`config.mk`:
```
export PLATFORM = sky130hd
export DESIGN_NAME = lsu_mem_ctrl
export DESIGN_NICKNAME = d
export VERILOG_FILES = /design/src/rtl/lsu_mem_ctrl.sv
export SDC_FILE = /design/constraint.sdc
export NUM_CORES = 1
export LEC_CHECK = 0
export ABC_AREA = 1
export ABC_CLOCK_PERIOD_IN_PS = 9100
export CORE_MARGIN = 5
export CORE_UTILIZATION = 25
export DETAILED_ROUTE_END_ITERATION = 8
export GPL_TIMING_DRIVEN = 0
export PLACE_DENSITY_LB_ADDON = 0.2
export SLEW_MARGIN = 15
export SYNTH_ARGS = -nofsm -noshare
export SYNTH_HDL_FRONTEND = slang
export SYNTH_SLANG_ARGS = --single-unit
export TNS_END_PERCENT = 10
```
`constraint.sdc`:
```
create_clock -name clk -period 9.1 [get_ports clk]
set_input_delay 1.82 -clock clk [delete_from_list [all_inputs] [get_ports clk]]
set_output_delay 1.82 -clock clk [all_outputs]
set_load 0.02 [all_outputs]
```
`src/rtl/lsu_mem_ctrl.sv`:
```
// Load/store unit memory controller: one outstanding request, alignment and
// range checks, byte-lane shifting and load extension over a 64-bit memory port.
module lsu_mem_ctrl #(
  parameter logic [63:0] PMEM_BASE = 64'h8000_0000,
  parameter logic [63:0] PMEM_SIZE = 64'h0800_0000
) (
  input  logic        clk,
  input  logic        rst,
  input  logic        req_valid,
  output logic        req_ready,
  input  logic        req_wen,
  input  logic [63:0] req_addr,
  input  logic [63:0] req_wdata,
  input  logic [1:0]  req_size,
  input  logic        req_unsigned,
  output logic        resp_valid,
  input  logic        resp_ready,
  output logic [63:0] resp_rdata,
  output logic [1:0]  resp_fault,
  output logic        men,
  output logic        mwen,
  output logic [63:0] raddr,
  input  logic [63:0] rdata,
  output logic [63:0] waddr,
  output logic [63:0] wdata,
  output logic [7:0]  wmask
);

  localparam int unsigned XW = 64;
  localparam logic [1:0] FAULT_OK  = 2'd0;
  localparam logic [1:0] FAULT_MIS = 2'd1;
  localparam logic [1:0] FAULT_OOR = 2'd2;

  typedef enum logic [1:0] {IDLE, ACCESS, RESP} state_e;

  state_e          state_q, state_d;
  logic            wen_q, wen_d;
  logic [XW-1:0]   addr_q, addr_d;
  logic [XW-1:0]   wdata_q, wdata_d;
  logic [1:0]      size_q, size_d;
  logic            uns_q, uns_d;
  logic [XW-1:0]   rdata_q, rdata_d;
  logic [1:0]      fault_q, fault_d;

  logic            misalign;
  logic            out_of_range;
  logic [1:0]      req_fault;
  logic [3:0]      nbytes;
  logic [XW:0]     end_ext;
  logic [XW:0]     limit_ext;
  logic [5:0]      lane_sh;
  logic [XW-1:0]   ld_shifted;
  logic [XW-1:0]   ld_ext;
  logic [7:0]      mask_raw;
  logic            in_access;

  // Request checks; the 65-bit end address makes wrap-around land out of range.
  always_comb begin
    nbytes    = 4'd1 << req_size;
    end_ext   = {1'b0, req_addr} + 65'(nbytes);
    limit_ext = {1'b0, PMEM_BASE} + {1'b0, PMEM_SIZE};
    unique case (req_size)
      2'd0:    misalign = 1'b0;
      2'd1:    misalign = req_addr[0];
      2'd2:    misalign = |req_addr[1:0];
      default: misalign = |req_addr[2:0];
    endcase
    out_of_range = (req_addr < PMEM_BASE) || (end_ext > limit_ext);
    req_fault    = misalign ? FAULT_MIS : (out_of_range ? FAULT_OOR : FAULT_OK);
  end

  // Lane extraction and extension of the returned dword.
  always_comb begin
    lane_sh    = {addr_q[2:0], 3'b000};
    ld_shifted = rdata >> lane_sh;
    unique case (size_q)
      2'd0:    ld_ext = uns_q ? {56'd0, ld_shifted[7:0]}  : {{56{ld_shifted[7]}},  ld_shifted[7:0]};
      2'd1:    ld_ext = uns_q ? {48'd0, ld_shifted[15:0]} : {{48{ld_shifted[15]}}, ld_shifted[15:0]};
      2'd2:    ld_ext = uns_q ? {32'd0, ld_shifted[31:0]} : {{32{ld_shifted[31]}}, ld_shifted[31:0]};
      default: ld_ext = ld_shifted;
    endcase
    unique case (size_q)
      2'd0:    mask_raw = 8'h01;
      2'd1:    mask_raw = 8'h03;
      2'd2:    mask_raw = 8'h0F;
      default: mask_raw = 8'hFF;
    endcase
  end

  always_ff @(posedge clk or posedge rst) begin
    if (rst) begin
      state_q <= IDLE;
      wen_q   <= 1'b0;
      addr_q  <= '0;
      wdata_q <= '0;
      size_q  <= 2'd0;
      uns_q   <= 1'b0;
      rdata_q <= '0;
      fault_q <= FAULT_OK;
    end else begin
      state_q <= state_d;
      wen_q   <= wen_d;
      addr_q  <= addr_d;
      wdata_q <= wdata_d;
      size_q  <= size_d;
      uns_q   <= uns_d;
      rdata_q <= rdata_d;
      fault_q <= fault_d;
    end
  end

  always_comb begin
    state_d = state_q;
    wen_d   = wen_q;
    addr_d  = addr_q;
    wdata_d = wdata_q;
    size_d  = size_q;
    uns_d   = uns_q;
    rdata_d = rdata_q;
    fault_d = fault_q;
    unique case (state_q)
      IDLE: begin
        if (req_valid && req_ready) begin
          rdata_d = '0;
          fault_d = req_fault;
          if (req_fault != FAULT_OK) begin
            state_d = RESP;
          end else begin
            wen_d   = req_wen;
            addr_d  = req_addr;
            wdata_d = req_wdata;
            size_d  = req_size;
            uns_d   = req_unsigned;
            state_d = ACCESS;
          end
        end
      end
      ACCESS: begin
        rdata_d = wen_q ? '0 : ld_ext;
        state_d = RESP;
      end
      RESP: begin
        if (resp_ready) state_d = IDLE;
      end
      default: state_d = IDLE;
    endcase
  end

  // Memory port is driven only while ACCESS is the current state.
  assign in_access  = (state_q == ACCESS);
  assign men        = in_access;
  assign mwen       = in_access && wen_q;
  assign raddr      = in_access ? {addr_q[63:3], 3'b000} : '0;
  assign waddr      = in_access ? {addr_q[63:3], 3'b000} : '0;
  assign wdata      = in_access ? (wdata_q << lane_sh) : '0;
  assign wmask      = (in_access && wen_q) ? (mask_raw << addr_q[2:0]) : 8'h00;
  assign req_ready  = (state_q == IDLE) && !rst;
  assign resp_valid = (state_q == RESP);
  assign resp_rdata = rdata_q;
  assign resp_fault = fault_q;

endmodule

```
==> results.toml <==
[status]
status = "complete, no violations"

[synth]
synth.largest_area_cell = "dfrtp_1"
synth.yosys.seq_area_share_pct = 32.7
synth_area_mm2 = 0.0153
synth_cell_types = 44
yosysTopAreaCellShare_pct = 32.7
synth-edff-count = 0
ys_seq_elements = 200
async_flop_share_pct = 100
avgSynthCellArea_um2 = 6.30
synth_area_leaders = "dfrtp_1 33%, nand2_1 18%, nor2_1 7.0%"
syn_inst = 2427
ys_warn_count = 0
synth_ff_type = "dfrtp_1"

[clocking]
ctsHoldBuffers = 0
h-tree-depth = 4
root_buffer = "clkbuf_16"
clock-sinks = 200
path_clk_slew_ns = 0.08
clk_latency_ns = 0.51
cts.repair.resized = 0
cts_setup_buffers = 0
clockBufferDepth = 2
cts_tree = "built"
cts_buffers = 17

[route]
met2_length_mm = 43.2
met3_length_mm = 4.37
firstDrtPassIters = 8
drtIter0Drc = 1527
ant_nets = 0
highest_layer = "met5"
wl_met1_mm = 37.7
detail_route.wl_per_cell_um = 23.6
vias = 18700
drcViolationCount = 0
vias_per_cell = 5.03
wl_mm = 87.7

[worst_setup_path]
r2r_slack_ns = 5.40
crit_path_max_fanout = 10
path_class = "flip-flop to output pin"
slowest_stage = "clkbuf_1"
reg2reg_from = "addr_q[0]"
critPathMaxStageDelay_ns = 0.69
regToRegEndpoint = "resp_rdata[19]"
path_common_cell = "clkbuf_1"
start_kind = "flip-flop"
critPathRequiredTime_ns = 7.28
reg2regPathDepth = 9
crit_chain = "buf_2 -> clkbuf_1 -> clkbuf_1 -> clkbuf_1 -> mux2i_1 -> nand2_1 -> o21ai_0 -> o21ai_0 -> clkdlybuf4s50_1"
arrival_ns = 4.74
crit_path_end_kind = "output pin"

[global_routing]
grt_pass1_vias = 18500
grt_max_degree = 88
grt_overflow = 0
grt_usage_pct = 25.6
grt_first_pass_wirelength_mm = 127
antenna_found_initial = 6

[run]
max_cap_violations = 0

[die]
die_area_mm2 = 0.0662
initial_core_util_pct = 25.3
num_rows = 90
die_width_um = 257
core_mm2 = 0.0605
pin_count = 470
die_h_um = 257

[layout]
drive_gt1_share_pct = 6.69
syn2layout_area_growth_pct = 41.3
n_fill_cell = 6550
final_nets = 3121
multiInputGateArea_mm2 = 0.00812
register_area_mm2 = 0.00500
fin_area_mm2 = 0.0216

[hold_path]
min_from = "addr_q[31]"
min_delay_path_depth = 2
hold_path_class = "flip-flop to flip-flop"
min_to = "addr_q[31]"

[timing]
max_freq_mhz = 153
fin_crit_ns = 6.56
finalSetupTns_ns = 0
setup_violations = 0
worst_pin_slew_ns = 1.06
hold_viol = 0
skew_ns = 0.0126
fin_crit_sh_pct = 72.1
rsz0062_at_grt = "false"
slew_headroom_pct = 29.5
slew_viol_final = 0

[placement]
hpwl_mm = 73.8
gp_congestion = 0.973
port_buffers = 463
placed_cell_area_mm2 = 0.0210

[power]
leakage_nw = 9.90
irDropWorstVdd_uv = 112
powerDensity_mw_per_mm2 = 92.6
cell usage after synthesis (all sizes together), types with 3 or more instances:
library cell  instances
nand2               754
nor2                295
inv                 272
dfrtp               200
o21ai               200
nand3               146
nand4               125
buf                 119
clkbuf               93
a21oi                74
mux2i                24
a221o                17
o211ai               15
a22oi                13
o22ai                13
a32o                 12
nor3                 12
nand3b                9
a31o                  5
ha                    4
xor2                  4
xnor2                 3
state kept, by name (all words and copies together), names as in the netlist:
| signal | flops |
|---|---|
| state_q | 2 |
| uns_q | 1 |
| wdata_q | 64 |
| resp_rdata | 64 |
| wen_q | 1 |
| size_q | 2 |
| resp_fault | 2 |
| addr_q | 64 |
stage by stage:
step / util (%) / instances / hold WS (ns) / total power, mW / worst slack, ns
floorplan: - / 2432 / 0.422 / 1.02 / 1.83
global placement: 34.6 / 3677 / 0.440 / 1.21 / -0.973
detailed placement: 34.7 / 3679 / 0.443 / 1.21 / 2.92
CTS: 35.7 / 3711 / 0.461 / 2.02 / 2.53
global route: 35.7 / 3711 / 0.478 / 2.08 / 2.39
finish: 35.7 / 3713 / 0.463 / 2.00 / 2.54
final cells by class:
| type | instances | share of cell area [%] |
|---|---|---|
| plain buffers | 212 | 5.33 |
| multi-input cells | 1746 | 37.6 |
| clock inverters | 14 | 0.799 |
| repair buffers | 465 | 21.7 |
| diodes | 2 | 0.0232 |
| clock buffers | 18 | 2.03 |
| well taps | 782 | 4.53 |
| flip-flops and latches | 200 | 23.2 |
| inverters | 274 | 4.80 |
routing by layer:
metal / GRT usage [%] / vias up
met5: 0 / -
met4: 7.69 / 10
met3: 3.67 / 112
met2: 44.8 / 684
met1: 32.7 / 9081
li1: - / 8779
layout by cell type, fill, tap and decap left out, types with 15 or more instances in the layout:
master / n
a21oi_1: 74
clkdlybuf4s50_1: 463
clkbuf_1: 93
buf_4: 70
a221o_1: 17
buf_2: 26
mux2i_1: 24
dfrtp_1: 200
clkbuf_16: 17
o21ai_0: 199
inv_2: 33
inv_1: 238
nor2_1: 285
buf_1: 15
o211ai_1: 15
nand3_1: 144
nand2_1: 749
nand4_1: 125
critical path, delay by kind of cell (launching register included):
| family | cells | cell delay, ns |
|---|---|---|
| and+or+nand+nor | 1 | 0.11 |
| buffers and inverters | 5 | 2.79 |
| DFF | 1 | 0.43 |
| AOI/OAI and AO/OA | 2 | 0.70 |
| muxes | 1 | 0.20 |
where the power goes:
part	switching (mW)	leakage [nW]	internal, mW
combinational	0.181	6.82	0.120
clock	0.428	0.296	0.381
sequential	0.00130	2.78	0.890
total	0.610	9.90	1.39
cells by family (layout without fill, tap and decap cells):
family	count (synthesis)	count (layout)	share of synthesized area, %
AOI/OAI and AO/OA	358	358	13.5
adders and majority gates	5	5	0.458
and+or+nand+nor	1346	1346	37.0
other	1	8	0.0245
buffers and inverters	486	983	14.3
muxes	24	24	1.57
xor gates and xnor gates	7	7	0.401
DFF	200	200	32.7
how the worst max path moves through the flow:
stage          slack, ns        start  depth (start not counted)           to
4_1_cts             2.53    addr_q[0]                          9    wdata[63]
6_report            2.54    addr_q[0]                          9    wdata[63]
5_1_grt             2.39    addr_q[0]                          9    wdata[63]
3_5_place_dp        2.92  req_size[1]                         22   wdata_q[7]
2_1_floorplan       1.83          rst                          1    addr_q[0]
3_3_place_gp       -0.97          rst                          2  wdata_q[24]
No activity file was read; power rests on OpenSTA's default activity.
